<file path="src/rtl/w_serial_source_if.sv">
// Load/data/pause request and serial W/busy/done status bundle for w_serial_source.
interface w_serial_source_if #(
  parameter int unsigned WIDTH = 8
);
  logic             inputLoad;
  logic [WIDTH-1:0] inputData;
  logic             inputPause;
  logic             outputW;
  logic             outputBusy;
  logic             outputDone;

  // master: sequencer or harness that requests frames
  modport master (
    output inputLoad, inputData, inputPause,
    input  outputW, outputBusy, outputDone
  );

  // slave: the serial source itself
  modport slave (
    input  inputLoad, inputData, inputPause,
    output outputW, outputBusy, outputDone
  );
endinterface

</file>
<file path="src/rtl/w_serial_source.sv">
// Parallel-to-serial W stimulus source: MSB first, each bit held BIT_CYCLES clocks,
// with pause, busy status and a one-cycle done pulse after the last bit period.
module w_serial_source #(
  parameter int unsigned WIDTH      = 8,
  parameter int unsigned BIT_CYCLES = 1
) (
  input  logic          inputClk,
  input  logic          inputReset,
  w_serial_source_if.slave bus
);

  localparam int unsigned CNT_W = $clog2(WIDTH + 1);
  localparam int unsigned PRE_W = (BIT_CYCLES > 1) ? $clog2(BIT_CYCLES) : 1;

  typedef enum logic {
    IDLE  = 1'b0,
    SHIFT = 1'b1
  } state_e;

  state_e             state_q, state_d;
  logic [WIDTH-1:0]   shreg_q, shreg_d;
  logic [CNT_W-1:0]   bitcnt_q, bitcnt_d;
  logic [PRE_W-1:0]   presc_q, presc_d;
  logic               w_q, w_d;
  logic               busy_q, busy_d;
  logic               done_q, done_d;
  logic [WIDTH-1:0]   shifted;

  // State and datapath registers
  always_ff @(posedge inputClk) begin
    if (inputReset) begin
      state_q  <= IDLE;
      shreg_q  <= '0;
      bitcnt_q <= '0;
      presc_q  <= '0;
      w_q      <= 1'b0;
      busy_q   <= 1'b0;
      done_q   <= 1'b0;
    end else begin
      state_q  <= state_d;
      shreg_q  <= shreg_d;
      bitcnt_q <= bitcnt_d;
      presc_q  <= presc_d;
      w_q      <= w_d;
      busy_q   <= busy_d;
      done_q   <= done_d;
    end
  end

  // Next-state and next-output logic
  always_comb begin
    state_d  = state_q;
    shreg_d  = shreg_q;
    bitcnt_d = bitcnt_q;
    presc_d  = presc_q;
    w_d      = w_q;
    busy_d   = busy_q;
    done_d   = 1'b0;
    shifted  = shreg_q << 1;

    unique case (state_q)
      IDLE: begin
        w_d    = 1'b0;
        busy_d = 1'b0;
        if (bus.inputLoad) begin
          state_d  = SHIFT;
          shreg_d  = bus.inputData;
          bitcnt_d = '0;
          presc_d  = '0;
          w_d      = bus.inputData[WIDTH-1];
          busy_d   = 1'b1;
        end
      end

      SHIFT: begin
        if (!bus.inputPause) begin
          if (presc_q == PRE_W'(BIT_CYCLES - 1)) begin
            presc_d = '0;
            shreg_d = shifted;
            // Last bit period over: leave with W low and a done pulse
            if (bitcnt_q == CNT_W'(WIDTH - 1)) begin
              state_d  = IDLE;
              bitcnt_d = '0;
              w_d      = 1'b0;
              busy_d   = 1'b0;
              done_d   = 1'b1;
            end else begin
              bitcnt_d = bitcnt_q + CNT_W'(1);
              w_d      = shifted[WIDTH-1];
            end
          end else begin
            presc_d = presc_q + PRE_W'(1);
          end
        end
      end

      default: begin
        state_d = IDLE;
      end
    endcase
  end

  assign bus.outputW    = w_q;
  assign bus.outputBusy = busy_q;
  assign bus.outputDone = done_q;

endmodule
</file>
<file path="src/flat_wrapper.sv">
// flat-port wrapper written by rule: the top's interface ports become plain ports
module w_serial_source_flat 
#(
  parameter int unsigned WIDTH      = 8,
  parameter int unsigned BIT_CYCLES = 1
)
  (inputClk, inputReset, bus_inputLoad, bus_inputData, bus_inputPause, bus_outputW, bus_outputBusy, bus_outputDone);
  w_serial_source_if #(.WIDTH(WIDTH)) bus_i ();
  input  logic inputClk;
  input  logic inputReset;
  input wire logic [$bits(bus_i.inputLoad)-1:0] bus_inputLoad;
  input wire logic [$bits(bus_i.inputData)-1:0] bus_inputData;
  input wire logic [$bits(bus_i.inputPause)-1:0] bus_inputPause;
  output wire logic [$bits(bus_i.outputW)-1:0] bus_outputW;
  output wire logic [$bits(bus_i.outputBusy)-1:0] bus_outputBusy;
  output wire logic [$bits(bus_i.outputDone)-1:0] bus_outputDone;
  assign bus_i.inputLoad = bus_inputLoad;
  assign bus_i.inputData = bus_inputData;
  assign bus_i.inputPause = bus_inputPause;
  assign bus_outputW = bus_i.outputW;
  assign bus_outputBusy = bus_i.outputBusy;
  assign bus_outputDone = bus_i.outputDone;
  w_serial_source #(.WIDTH(WIDTH), .BIT_CYCLES(BIT_CYCLES)) u_core (.inputClk(inputClk), .inputReset(inputReset), .bus(bus_i));
endmodule
</file>
<file path="config.mk">
export PLATFORM = sky130hd
export DESIGN_NAME = w_serial_source_flat
export DESIGN_NICKNAME = d
export VERILOG_FILES = /design/src/rtl/w_serial_source_if.sv /design/src/rtl/w_serial_source.sv /design/src/flat_wrapper.sv
export SDC_FILE = /design/constraint.sdc
export NUM_CORES = 1
export LEC_CHECK = 0
export CORE_MARGIN = 2
export CORE_UTILIZATION = 43
export CTS_CLUSTER_DIAMETER = 60
export CTS_CLUSTER_SIZE = 28
export DETAILED_ROUTE_END_ITERATION = 16
export GPL_TIMING_DRIVEN = 1
export PLACE_DENSITY = 0.82
export SYNTH_ARGS = -nofsm -noshare
export SYNTH_HDL_FRONTEND = slang
export SYNTH_SLANG_ARGS = --single-unit
</file>
<file path="constraint.sdc">
create_clock -name inputClk -period 1.2 [get_ports inputClk]
set_clock_uncertainty 0.15 [all_clocks]
set_input_delay 0.3 -clock inputClk [delete_from_list [all_inputs] [get_ports inputClk]]
set_output_delay 0.3 -clock inputClk [all_outputs]
set_load 0.005 [all_outputs]
</file>
==> results_dict.tcl <==
set metrics [dict create \
    outcome "finished with violations" \
    failed_checks "setup timing" \
    fin_util_pct 75.2 \
    wire_length_of_the_first_global_routing_pass_microns 2770 \
    globalRoute.totalOverflow 0 \
    synth.yosys.warnings 0 \
    detailedRoute.firstIterationViolations 23 \
    cp_data_required_time_ns 1.23 \
    worst_r2r_path_depth 4 \
    die-area_sq_um 1970 \
    max-cap-violations 0 \
    critPathMaxFanout 6 \
    rsz0062_at_grt "true" \
    route.vias.total 756 \
    tritoncts "built" \
    fillers 96 \
    yosysSeqAreaShare_pct 42.9 \
    drv_slew 0 \
    postRouteWirelength_microns 2070 \
    cts_buffers 3 \
    drc_errors 0 \
    area_growth_pct 63.9 \
    criticalPathCategory "reg2reg" \
    achievable-frequency_ghz 0.716 \
    worstSetupStartpointType "flip-flop" \
    worstPathCellList "ha_4 > nand3b_1 > o211ai_1 > a21oi_1" \
    setup_viol 14 \
    finish.instance_area_sq_um 1150 \
    ys_ff_latch 15 \
    finalCriticalPeriod_ns 1.40 \
    drtPass1Iterations 4 \
    detailed_place_hpwl_microns 1120 \
    post-route-worst-setup-slack_ns -0.196 \
    end_kind "flip-flop" \
    io_pins 15 \
    cts.htree.levels 1 \
    grt_util_all_layers_pct 18.9 \
    worstHoldPathType "in2reg" \
    route.detailed.vias_per_inst 6.05 \
    hold_violations_final 0 \
    final.period_utilization_pct 116 \
    clock_insertion_delay_worst_skew_ns 0.30 \
    max_stage_delay_ns 0.38 \
    global_placement_routability_congestion 0.838 \
    post_synthesis_cell_type_count 25 \
    slew-limit-headroom_pct 81.1 \
    fp.dieH_microns 44.3 \
    rows 14 \
    effective_utilization_at_floorplan_pct 45.9 \
    vias_in_the_first_global_route 648 \
    antenna_found_initial 0 \
    numPortBuffers 14 \
    ctsRootBufferMaster "clkbuf_4" \
    clock_path_buffers 2 \
    antenna_cells 0 \
    final_net_count 123 \
    worst-endpoint-arrival_ns 1.43 \
    grt_start_max_net_pins 11 \
    hold-path-cell-count 3 \
    clkSinkCount 15 \
    power.static_leakage_uw 0.000455 \
    post_drt_wl_per_cell_microns 16.5 \
    ir_worst_vdd_uv 779 \
    power_density_nw_per_um2 1030 \
    post_synth_instance_area_sq_um 699 \
    core_region_area_sq_um 1520 \
    number_of_nets_with_antenna_violations_after_detailed_routing 0 \
    clk_pin_slew_worst_paths_ns 0.11 \
    max_slew.worst_pin.slew_ns 0.283 \
    syn-mean-instance-area_sq_um 9.45 \
    drive_gt1_share_pct 54.1 \
    post_dp_cell_area_sq_um 935 \
    fp.dieW_microns 44.3 \
    cpMaxStageDelayCell "dfxtp_2" \
    number_of_nets_in_the_synthesized_netlist 87 \
    postSynthCellCount 74 \
]
[worst max-delay path, delay by kind of cell, from the launching register on]
family	cells	cell delay, ns
compound gates	2	0.42
fa+ha+maj	1	0.14
flops	1	0.38
simple gates	1	0.19
[report_power, final]
part	switching [uW]	internal [uW]	leakage (uW)
sequential	29.8	534	0.000125
combinational	137	169	0.000312
clock	185	124	0.0000177
[stage by stage]
step	setup WS (ns)	setup TNS [ns]	instances	total power, uW	hold slack (ns)
2_1_floorplan	0.00538	0	74	685	0.223
3_3_place_gp	-0.459	-5.48	113	774	0.308
3_5_place_dp	-0.534	-5.87	113	779	0.327
4_1_cts	-0.101	-0.200	120	1080	0.326
5_1_grt	-0.197	-1.48	125	1230	0.353
6_report	-0.196	-0.823	125	1180	0.326
[routing by layer]
metal / routed length (microns) / track usage, % / share of wire [%] / up-vias
li1: - / - / - / 350
met1: 912 / 24.9 / 44 / 365
met2: 979 / 31.2 / 47 / 30
met3: 96 / 3.67 / 4.6 / 11
met4: 80 / 5.45 / 3.9 / 0
met5: 0 / 0 / 0 / -
[placed cells by master (no fill, tap or decap), drive strengths merged, types with 2 or more instances in the layout]
cell,netlist,layout
nand2b,3,3
a211oi,7,7
dfxtp,15,15
dlygate4sd2,0,2
buf,4,25
o21ai,2,2
clkbuf,1,3
mux2i,6,6
nor3,8,8
nand3,6,6
a21oi,7,7
nand2,4,4
clkdlybuf4s50,0,9
[path summary, 6_finish.rpt]
| path | from | endpoint | slack, ns |
|---|---|---|---|
| min reg2reg | u_core.shreg_q[0]$_SDFFE_PP0P_ | u_core.shreg_q[0]$_SDFFE_PP0P_ | 0.35 |
| max reg2reg | u_core.bitcnt_q[1]$_SDFFE_PP0P_ | u_core.bus.outputBusy$_SDFFE_PP0P_ | -0.20 |
| min | bus_inputPause | u_core.bus.outputDone$_SDFF_PP0_ | 0.33 |
| max | u_core.bitcnt_q[1]$_SDFFE_PP0P_ | u_core.bus.outputBusy$_SDFFE_PP0P_ | -0.20 |
[layout make-up]
| type | count | area (sq um) | share of cell area [%] |
|---|---|---|---|
| flip-flops and latches | 15 | 309 | 27.0 |
| multi-input cells | 54 | 483 | 42.1 |
| clock buffers | 3 | 22.5 | 1.97 |
| clock inverters | 1 | 5.00 | 0.437 |
| repair buffers | 36 | 307 | 26.7 |
| well taps | 16 | 20.0 | 1.75 |
[what timing repair did]
action | 4_1_cts | 5_1_grt
setup endpoints to repair | 17 | 14
gates resized for setup | 24 | 24
gates cloned | 0 | 0
pin swaps | 5 | 13
hold buffers | 0 | 0
hold endpoints to repair | 0 | 0
setup buffers | 4 | 5
[registers in the layout, summed over array words and instances (netlist names)]
signal	flops
u_core.bitcnt_q	4
u_core.state_q	1
u_core.shreg_q	7
u_core.bus.outputDone	1
u_core.bus.outputBusy	1
u_core.bus.outputW	1
[synth_stat cells]
library cell / count / area share [%]
o21ai_0: 2 / 1.4
and2b_1: 1 / 1.1
a32oi_1: 1 / 1.3
nor2b_2: 1 / 1.3
a211oi_1: 7 / 7.5
nand3b_1: 1 / 1.1
o211ai_1: 1 / 1.1
nor3_1: 8 / 5.7
nor2_1: 1 / 0.54
a31oi_1: 1 / 0.90
clkbuf_1: 1 / 0.54
dfxtp_1: 15 / 43
and4b_1: 1 / 1.4
nand2b_1: 2 / 1.8
nand2_2: 1 / 0.90
nand2b_2: 1 / 1.3
buf_6: 3 / 4.8
nand4_1: 1 / 0.90
buf_4: 1 / 1.1
mux2i_1: 6 / 8.6
nand2_1: 3 / 1.6
ha_1: 1 / 1.8
nand4b_1: 1 / 1.3
nand3_1: 6 / 4.3
a21oi_1: 7 / 5.0
[cells by family (layout without fill, tap and decap cells)]
| family | count (synthesis) | after routing | share of synthesized area [%] |
|---|---|---|---|
| adders and majority gates | 1 | 1 | 1.79 |
| AOI/OAI and AO/OA | 19 | 19 | 17.2 |
| muxes | 6 | 6 | 8.59 |
| buffers and inverters | 5 | 40 | 6.44 |
| and+or+nand+nor | 28 | 28 | 23.1 |
| DFF | 15 | 15 | 42.9 |
Power figures use the tool's default switching activity.
